File: config.mk
export PLATFORM = sky130hd
export DESIGN_NAME = scm_stream_writer_flat
export DESIGN_NICKNAME = d
export VERILOG_FILES = /design/src/rtl/scm_stream_writer_pkg.sv /design/src/rtl/scm_stream_writer_if.sv /design/src/rtl/scm_stream_writer_addr_cnt.sv /design/src/rtl/scm_stream_writer.sv /design/src/flat_wrapper.sv
export SDC_FILE = /design/constraint.sdc
export NUM_CORES = 1
export LEC_CHECK = 0
export BUFFER_PORTS_ARGS = -buffer_cell sky130_fd_sc_hd__buf_2
export CAP_MARGIN = 20
export CORE_MARGIN = 3
export CORE_UTILIZATION = 40
export DETAILED_ROUTE_END_ITERATION = 12
export PLACE_DENSITY = 0.61
export SLEW_MARGIN = 25
export SYNTH_ARGS = -nofsm -noshare
export SYNTH_HDL_FRONTEND = slang
export SYNTH_SLANG_ARGS = --single-unit
File: constraint.sdc
create_clock -name clk_i -period 2.43 [get_ports clk_i]
set_input_delay 0.486 -clock clk_i [delete_from_list [all_inputs] [get_ports clk_i]]
set_output_delay 0.486 -clock clk_i [all_outputs]
set_load 0.05 [all_outputs]
File: src/rtl/scm_stream_writer_pkg.sv
// rtl/scm_stream_writer_pkg.sv - shared SCM geometry and writer state encoding
package scm_stream_writer_pkg;

  localparam int unsigned ScmC             = 32;
  localparam int unsigned ScmK             = 16;
  localparam int unsigned ScmDataTypeWidth = 16;
  localparam int unsigned ScmDepth         = ScmC * ScmK;
  localparam int unsigned ScmAddrWidth     = $clog2(ScmDepth);

  typedef enum logic [1:0] {
    IDLE  = 2'd0,
    LOAD  = 2'd1,
    DRAIN = 2'd2
  } writer_state_e;

endpackage

File: src/rtl/scm_stream_writer_if.sv
// rtl/scm_stream_writer_if.sv - valid/ready data stream feeding the SCM writer
interface scm_stream_writer_if
  import scm_stream_writer_pkg::*;
#(
  parameter int unsigned DataTypeWidth = ScmDataTypeWidth
);

  logic                     s_valid;
  logic                     s_ready;
  logic [DataTypeWidth-1:0] s_data;

  modport master (
    output s_valid,
    output s_data,
    input  s_ready
  );

  modport slave (
    input  s_valid,
    input  s_data,
    output s_ready
  );

endinterface

File: src/rtl/scm_stream_writer_addr_cnt.sv
// rtl/scm_stream_writer_addr_cnt.sv - loadable SCM address counter wrapping at Depth-1
module scm_addr_wrap_cnt
  import scm_stream_writer_pkg::*;
#(
  parameter int unsigned Depth     = ScmDepth,
  parameter int unsigned AddrWidth = $clog2(Depth)
) (
  input  logic                 clk_i,
  input  logic                 rst_ni,
  input  logic                 load_i,
  input  logic [AddrWidth-1:0] load_addr_i,
  input  logic                 inc_i,
  output logic [AddrWidth-1:0] addr_o
);

  localparam logic [AddrWidth-1:0] LastAddr = AddrWidth'(Depth - 1);

  logic [AddrWidth-1:0] addr_q, addr_d;

  // Wrap at the real depth, not at the power-of-two address range.
  always_comb begin
    addr_d = addr_q;
    if (load_i) begin
      addr_d = load_addr_i;
    end else if (inc_i) begin
      addr_d = (addr_q == LastAddr) ? '0 : addr_q + 1'b1;
    end
  end

  always_ff @(posedge clk_i or negedge rst_ni) begin
    if (!rst_ni) begin
      addr_q <= '0;
    end else begin
      addr_q <= addr_d;
    end
  end

  assign addr_o = addr_q;

endmodule

File: src/rtl/scm_stream_writer.sv
// rtl/scm_stream_writer.sv - job-driven stream to SCM write-port front end
module scm_stream_writer
  import scm_stream_writer_pkg::*;
#(
  parameter int unsigned C              = ScmC,
  parameter int unsigned K              = ScmK,
  parameter int unsigned DataTypeWidth  = ScmDataTypeWidth,
  parameter int unsigned TotalAddrWidth = $clog2(C * K),
  parameter int unsigned DrainCycles    = 2
) (
  input  logic                      clk_i,
  input  logic                      rst_ni,
  input  logic                      start_i,
  input  logic [TotalAddrWidth-1:0] base_addr_i,
  input  logic [TotalAddrWidth:0]   num_words_i,
  input  logic                      abort_i,
  output logic                      busy_o,
  output logic                      done_o,
  output logic                      error_o,
  scm_stream_writer_if.slave        s,
  output logic [TotalAddrWidth-1:0] waddr_o,
  output logic [DataTypeWidth-1:0]  wdata_o,
  output logic                      we_o
);

  localparam int unsigned Depth  = C * K;
  localparam int unsigned CntW   = TotalAddrWidth + 1;
  localparam int unsigned DrainW = (DrainCycles > 0) ? $clog2(DrainCycles + 1) : 1;

  localparam logic [CntW-1:0]   DepthCnt  = CntW'(Depth);
  localparam logic [DrainW-1:0] DrainLast = DrainW'(DrainCycles);

  writer_state_e              state_q, state_d;
  logic [CntW-1:0]            cnt_q, cnt_d;
  logic [DrainW-1:0]          drain_q, drain_d;
  logic                       we_q, we_d;
  logic [TotalAddrWidth-1:0]  waddr_q, waddr_d;
  logic [DataTypeWidth-1:0]   wdata_q, wdata_d;
  logic                       done_q, done_d;
  logic                       error_q, error_d;

  logic                       s_ready;
  logic                       hs;
  logic                       addr_load;
  logic                       addr_inc;
  logic [TotalAddrWidth-1:0]  cur_addr;

  assign s_ready = (state_q == LOAD);
  assign hs      = s.s_valid & s_ready;

  scm_addr_wrap_cnt #(
    .Depth     (Depth),
    .AddrWidth (TotalAddrWidth)
  ) u_addr_cnt (
    .clk_i       (clk_i),
    .rst_ni      (rst_ni),
    .load_i      (addr_load),
    .load_addr_i (base_addr_i),
    .inc_i       (addr_inc),
    .addr_o      (cur_addr)
  );

  always_comb begin
    state_d   = state_q;
    cnt_d     = cnt_q;
    drain_d   = drain_q;
    we_d      = 1'b0;
    waddr_d   = waddr_q;
    wdata_d   = wdata_q;
    done_d    = 1'b0;
    error_d   = 1'b0;
    addr_load = 1'b0;
    addr_inc  = 1'b0;

    unique case (state_q)
      IDLE: begin
        if (start_i) begin
          if (num_words_i == '0) begin
            done_d = 1'b1;
          end else if (num_words_i > DepthCnt) begin
            error_d = 1'b1;
          end else begin
            addr_load = 1'b1;
            cnt_d     = num_words_i;
            state_d   = LOAD;
          end
        end
      end

      LOAD: begin
        if (hs) begin
          we_d     = 1'b1;
          waddr_d  = cur_addr;
          wdata_d  = s.s_data;
          addr_inc = 1'b1;
          cnt_d    = cnt_q - 1'b1;
        end
        // Abort wins over the final beat; the beat's write still goes out.
        if (abort_i) begin
          state_d = IDLE;
        end else if (hs && (cnt_q == CntW'(1))) begin
          state_d = DRAIN;
          drain_d = '0;
        end
      end

      DRAIN: begin
        if (abort_i) begin
          state_d = IDLE;
        end else if (drain_q == DrainLast) begin
          done_d  = 1'b1;
          state_d = IDLE;
        end else begin
          drain_d = drain_q + 1'b1;
        end
      end

      default: state_d = IDLE;
    endcase
  end

  always_ff @(posedge clk_i or negedge rst_ni) begin
    if (!rst_ni) begin
      state_q <= IDLE;
      cnt_q   <= '0;
      drain_q <= '0;
      we_q    <= 1'b0;
      waddr_q <= '0;
      wdata_q <= '0;
      done_q  <= 1'b0;
      error_q <= 1'b0;
    end else begin
      state_q <= state_d;
      cnt_q   <= cnt_d;
      drain_q <= drain_d;
      we_q    <= we_d;
      waddr_q <= waddr_d;
      wdata_q <= wdata_d;
      done_q  <= done_d;
      error_q <= error_d;
    end
  end

  assign s.s_ready = s_ready;
  assign busy_o    = (state_q == LOAD) || (state_q == DRAIN);
  assign done_o    = done_q;
  assign error_o   = error_q;
  assign we_o      = we_q;
  assign waddr_o   = waddr_q;
  assign wdata_o   = wdata_q;

endmodule
File: src/flat_wrapper.sv
// flat-port wrapper written by rule: the top's interface ports become plain ports
module scm_stream_writer_flat import scm_stream_writer_pkg::*;
#(
  parameter int unsigned C              = ScmC,
  parameter int unsigned K              = ScmK,
  parameter int unsigned DataTypeWidth  = ScmDataTypeWidth,
  parameter int unsigned TotalAddrWidth = $clog2(C * K),
  parameter int unsigned DrainCycles    = 2
)
  (clk_i, rst_ni, start_i, base_addr_i, num_words_i, abort_i, busy_o, done_o, error_o, waddr_o, wdata_o, we_o, s_s_valid, s_s_data, s_s_ready);
  scm_stream_writer_if #(.DataTypeWidth(DataTypeWidth)) s_i ();
  input  logic clk_i;
  input  logic rst_ni;
  input  logic start_i;
  input  logic [TotalAddrWidth-1:0] base_addr_i;
  input  logic [TotalAddrWidth:0] num_words_i;
  input  logic abort_i;
  output logic busy_o;
  output logic done_o;
  output logic error_o;
  output logic [TotalAddrWidth-1:0] waddr_o;
  output logic [DataTypeWidth-1:0] wdata_o;
  output logic we_o;
  input wire logic [$bits(s_i.s_valid)-1:0] s_s_valid;
  input wire logic [$bits(s_i.s_data)-1:0] s_s_data;
  output wire logic [$bits(s_i.s_ready)-1:0] s_s_ready;
  assign s_i.s_valid = s_s_valid;
  assign s_i.s_data = s_s_data;
  assign s_s_ready = s_i.s_ready;
  scm_stream_writer #(.C(C), .K(K), .DataTypeWidth(DataTypeWidth), .TotalAddrWidth(TotalAddrWidth), .DrainCycles(DrainCycles)) u_core (.clk_i(clk_i), .rst_ni(rst_ni), .start_i(start_i), .base_addr_i(base_addr_i), .num_words_i(num_words_i), .abort_i(abort_i), .busy_o(busy_o), .done_o(done_o), .error_o(error_o), .s(s_i), .waddr_o(waddr_o), .wdata_o(wdata_o), .we_o(we_o));
endmodule
# Yosys cells after proc, flatten, opt, wreduce, memory -nomap -nowiden
# Index checks and enable logic that the tools add are counted.
[op_classes]
mux = 36
eq_ne = 15
magnitude_cmp = 1
n_reduce_logical = 11
bitwise_logic = 1
add_sub_neg = 3
[op_table]
columns = ["cell", "count"]
rows = [
  ["two-way mux 10 bit", 4],
  ["two-way mux 9 bit", 3],
  ["two-way mux 2 bit", 11],
  ["one-hot mux 10 bit (2 select lines)", 1],
  ["!= test 2 bit, second input constant", 8],
  ["AND reduction 5 bit", 3],
  ["two-way mux 1 bit", 14],
  ["== test 10 x 1 -> 1 bit, second input constant", 1],
  ["greater-than comparator 10 bit, second input constant", 1],
  ["logical NOT 10 bit", 1],
  ["subtractor 10 x 1 -> 10 bit, second input constant", 1],
  ["adder 9 x 1 -> 9 bit, second input constant", 1],
  ["== test 9 bit, second input constant", 1],
  ["one-hot mux 2 bit (3 select lines)", 1],
  ["nonzero test 2 bit", 3],
  ["== test 2 bit, second input constant", 2],
  ["one-hot mux 2 bit (2 select lines)", 1],
  ["!= test 3 x 2 -> 1 bit, second input constant", 1],
  ["!= test 3 bit, second input constant", 1],
  ["adder 2 x 1 -> 2 bit, second input constant", 1],
  ["== test 2 x 1 -> 1 bit, second input constant", 1],
  ["logical NOT 2 bit", 1],
  ["one-hot mux 1 bit (2 select lines)", 1],
  ["AND reduction 2 bit", 1],
  ["3 further kinds", 3],
]
[totals]
output_inout_bits = 30
elab_cells = 76
input_bits = 40
regBits = 51

# Longest topological paths before layout
[logic_depth]
word_depth = 6
ltp_mapped = 9
ltp_nobuf = 9

# By module
# A second synthesis with hierarchy kept.
[unflattened]
hier_cells = 240
hier_area_um2 = 2663.8
[modules_own_cells]
columns = ["module", "area_per_inst_um2", "n_inst", "seq_area_each_um2", "cells_each"]
rows = [
  ["scm_stream_writer", 2102.0, 1, 1051.0, 181],
  ["scm_addr_wrap_cnt", 561.8, 1, 225.2, 59],
]

# Least setup slack after synthesis
# No wires, ideal clock.
[synth_timing]
kind = "register -> register"
from = "register u_core.state_q[1]"
to = "register u_core.wdata_q[10], in the netlist u_core.wdata_o[10]"
period_less_slack_ns = 2.264
setup_time_ns = 0.125
stages_incl_launch_ff = 8
t_required_ns = 2.305
slack_ns = 0.166
arrival_ns = 2.139
n_path_buf = 2
path_cell_list = "dfrtp_1 inv_1 ha_1 nand2_1 inv_1 buf_4 buf_2 mux2_2"
[synth_via]
elab_chain_cells = 3
[synth_rtl]
columns = ["element", "line_no", "rtl"]
rows = [
  ["start: declaration", "scm_stream_writer.sv:33", "writer_state_e state_q, state_d;"],
  ["start signal: assignment", "scm_stream_writer.sv:133", "state_q <= state_d;"],
  ["== test 2 x 1 -> 1 bit *", "scm_stream_writer.sv:48", "assign s_ready = (state_q == LOAD);"],
  ["via s_s_ready", "flat_wrapper.sv:26", "output wire logic [$bits(s_i.s_ready)-1:0] s_s_ready;"],
  ["bitwise AND 1 bit", "scm_stream_writer.sv:49", "assign hs = s.s_valid & s_ready;"],
  ["AND reduction 2 bit (no line) *", "n/a", ""],
  ["end signal: assignment", "scm_stream_writer.sv:138", "wdata_q <= wdata_d;"],
  ["end: declaration", "scm_stream_writer.sv:38", "logic [DataTypeWidth-1:0] wdata_q, wdata_d;"],
]
# The timed path passes the listed nets; every way through them passes the cells marked *.
# A chain may end at the register's enable or synchronous reset.

# Worst setup path after layout
[layout_timing]
from = "register u_core.u_addr_cnt.addr_q[0], in the netlist u_core.u_addr_cnt.addr_o[0]"
to = "register u_core.u_addr_cnt.addr_q[3], in the netlist u_core.u_addr_cnt.addr_o[3]"
[layout_via]
elab_chain_cells = 4
elab_cells_between_ends = 5
cone_classes = "1 x add/sub; 1 x eq/ne; 3 x mux"
[layout_rtl]
columns = ["element", "line_no", "rtl"]
rows = [
  ["start: declaration", "scm_stream_writer_addr_cnt.sv:18", "logic [AddrWidth-1:0] addr_q, addr_d;"],
  ["start signal: assignment", "scm_stream_writer_addr_cnt.sv:34", "addr_q <= addr_d;"],
  ["adder 9 x 1 -> 9 bit / == test 9 bit (equally long branches)", "scm_stream_writer_addr_cnt.sv:26", "addr_d = (addr_q == LastAddr) ? '0 : addr_q + 1'b1;"],
  ["two-way mux 9 bit *", "scm_stream_writer_addr_cnt.sv:26", ""],
  ["two-way mux 9 bit *", "scm_stream_writer_addr_cnt.sv:25", "end else if (inc_i) begin"],
  ["two-way mux 9 bit *", "scm_stream_writer_addr_cnt.sv:23", "if (load_i) begin"],
]
# Mark *: on every way between the ends. The rest lies on a longest branch, timed or not. The select of a mux whose other input is x is not followed.

==> flow_summary.json <==
{
  "outcome": "finished clean",
  "period_minus_slack_ns": 2.22,
  "fp.coreArea_um2": 6460,
  "post-place-cells": 392,
  "drt.antenna.violating_nets": 0,
  "worstHoldPathType": "in2async",
  "critical_path.reg2reg.endpoint": "u_core.u_addr_cnt.addr_o[3]$_DFFE_PN0P_",
  "setup-violations-final": 0,
  "worst_r2r_path_depth": 9,
  "tightestPinTransition_ns": 0.867,
  "skew_ns": 0.00683,
  "worstPathArrival_ns": 2.43,
  "path_clk_slew_ns": 0.10,
  "grt_use_total": 0.162,
  "ys_warnings": 0,
  "num_rows": 29,
  "setup_slack_ns": 0.207,
  "port_buffers": 69,
  "cap_violations": 0,
  "number_of_remaining_drc_errors": 0,
  "timing.critical_path.fanout_max": 8,
  "post_synth_main_area_contributors": "dfrtp_1, mux2_2, ha_1",
  "post-layout-total-power_mw": 4.46,
  "drt_pass1_iterations": 4,
  "timing.reg2reg.setup_slack_ns": 0.21,
  "cell_taking_the_most_area_after_synthesis": "dfrtp_1",
  "nNetsFinal": 370,
  "io-pin-count": 70,
  "clkLatencyLatePin_ns": 0.31,
  "clock-sinks": 51,
  "floorplan.die_area_um2": 7770,
  "routed_wire_length_um": 5920,
  "timing.hold.ws_ns": 0.292,
  "rsz0062_at_grt": "no",
  "syn_area_um2": 2700,
  "synth_flop_cell": "dfrtp_1",
  "combinationalPowerShare": 0.546,
  "regToRegStartpoint": "u_core.u_addr_cnt.addr_o[0]$_DFFE_PN0P_",
  "p_sw_frac": 0.484,
  "synth_cells": 245,
  "total_switching_power_mw": 2.16,
  "synth_area_per_cell_um2": 11.0,
  "area_growth_pct": 20.3,
  "final-max-slew-violation-count": 0,
  "ys_seq_elements": 51,
  "pwr-share-seq": 0.343,
  "worstSetupPathType": "reg2reg",
  "dp_hpwl_um": 4500,
  "antenna_found_initial": 0,
  "synth_commonest_cells": "dfrtp_1, mux2_2, nand2_1",
  "max-clock-path-buffers": 2,
  "clock_power_share": 0.112,
  "placement.setup.worst_slack_ns": 0.119,
  "via_count": 2153,
  "power.leakage_nw": 1.49,
  "synthDominantCellAreaShare": 0.473,
  "synth-async-reset-ratio": 1.00,
  "cts_tree": "built",
  "antennaDiodeCount": 0,
  "total_power_density_per_cell_area_nw_per_um2": 1380,
  "timing.final.crit_share": 0.915,
  "grt-ovfl-total": 0,
  "critPathLaunchType": "register",
  "global_route_wire_length_before_repair_um": 9760,
  "dr.first_iter.drc_count": 96,
  "timing.setup.tns_ns": 0,
  "hold_violations": 0,
  "layout.cell_area.non_filler_um2": 3240,
  "gp_routability_congestion": 0.808,
  "layout-drive-gt1-share": 0.399,
  "timing.fmax_mhz": 450,
  "number_of_h_tree_levels": 2,
  "intPower_mw": 2.30,
  "most_repeated_cell_in_the_gate_level_netlist_after_synthesis": "dfrtp_1",
  "clockRootBuffer": "clkbuf_8",
  "maxSlewHeadroom": 0.422,
  "cts_buffers": 5,
  "required_ns": 2.63,
  "grt_max_degree": 39,
  "post_cts.resized_instances": 0,
  "hold_buffers": 0,
  "worstSetupEndpointType": "register",
  "die_height_um": 88.1,
  "total_cell_area_at_the_placement_stage_um2": 3160,
  "synthesis.nets": 293,
  "final_cells": 400,
  "synth.yosys.seq_area_share": 0.473,
  "peakVddDrop_v": 0.000643,
  "vias_per_cell": 5.38,
  "fillers": 629,
  "die_width_um": 88.1,
  "drt-wirelength-per-cell_um": 14.8,
  "first_global_vias": 2121,
  "cts.repair_timing.setup_buffer_count": 0,
  "start_util": 0.418,
  "synth.lib_cells_used.distinct": 51,
  "number_of_synthesized_flops_with_an_enable_pin": 0,
  "fin_util": 0.502
}
## registers in the layout (all words and copies together) (netlist names)
name	flops
u_core.done_o	1
u_core.waddr_o	9
u_core.wdata_o	16
u_core.drain_q	2
u_core.state_q	2
u_core.we_o	1
u_core.u_addr_cnt.addr_o	9
u_core.cnt_q	10
u_core.error_o	1
## power by group through the flow
stage | clock network [mW] | registers (mW) | logic (mW)
4_1_cts | 0.517 | 1.53 | 2.46
5_1_grt | 0.554 | 1.59 | 2.64
2_1_floorplan | 0 | 2.27 | 1.15
3_5_place_dp | 0 | 1.55 | 2.46
3_3_place_gp | 0 | 1.53 | 2.42
6_report | 0.499 | 1.53 | 2.44
## cell families (layout without fill, tap and decap cells)
kind of cell / after synthesis / after routing / synth area share
muxes: 37 / 37 / 0.154
DFF: 51 / 51 / 0.473
AOI/OAI and AO/OA: 52 / 52 / 0.133
adders and majority gates: 8 / 8 / 0.0371
buffers and inverters: 20 / 98 / 0.0357
and+or+nand+nor: 77 / 77 / 0.168
## layout by cell type (no fill, tap or decap), types with 6 or more instances in the layout
cell type	n
nor2_1	11
buf_2	69
ha_1	8
dfrtp_1	51
nor3_1	9
buf_4	9
o21ai_0	15
nand2_1	18
mux2_2	32
inv_1	12
a21oi_1	9
nor2b_1	6
## worst max path at each step
| stage | start | slack [ns] | cells past startpoint | endpoint |
|---|---|---|---|---|
| final | u_core.u_addr_cnt.addr_o[0]$_DFFE_PN0P_ | 0.21 | 9 | u_core.u_addr_cnt.addr_o[3]$_DFFE_PN0P_ |
| after detailed placement | num_words_i[8] | 0.12 | 6 | u_core.cnt_q[4]$_DFFE_PN0P_ |
| after global placement | num_words_i[8] | 0.20 | 6 | u_core.cnt_q[4]$_DFFE_PN0P_ |
| after global routing | u_core.u_addr_cnt.addr_o[0]$_DFFE_PN0P_ | 0.03 | 9 | u_core.u_addr_cnt.addr_o[3]$_DFFE_PN0P_ |
| after CTS | u_core.u_addr_cnt.addr_o[0]$_DFFE_PN0P_ | 0.20 | 9 | u_core.u_addr_cnt.addr_o[3]$_DFFE_PN0P_ |
| after floorplan | u_core.state_q[1]$_DFFE_PN0P_ | 0.17 | 7 | u_core.wdata_o[10]$_DFFE_PN0P_ |
## layout make-up
cell class | count | area, um2 | share of cell area
inverter | 12 | 45.0 | 0.0139
multi-input combinational | 174 | 1330 | 0.408
timing repair buffer | 78 | 413 | 0.127
clock inverter | 2 | 16.3 | 0.00501
tap | 77 | 96.3 | 0.0297
sequential | 51 | 1280 | 0.393
clock buffer | 6 | 72.6 | 0.0224
## metal layers
layer	share of wire	vias to the layer above	global-route usage
met5	0	-	0
met4	0.013	0	0.0453
met3	0.061	8	0.0376
met2	0.47	67	0.266
met1	0.45	1034	0.215
li1	-	1044	-
## worst max-delay path: stages, from the launching register on
cell,delay [ns]
dfrtp_1,0.41
ha_1,0.20
and3_1,0.22
nand3_1,0.11
nor2_1,0.12
ha_1,0.28
nand2b_1,0.28
nor2_1,0.07
a22o_1,0.17
mux2_2,0.25
(Power assumes the default switching activity.)
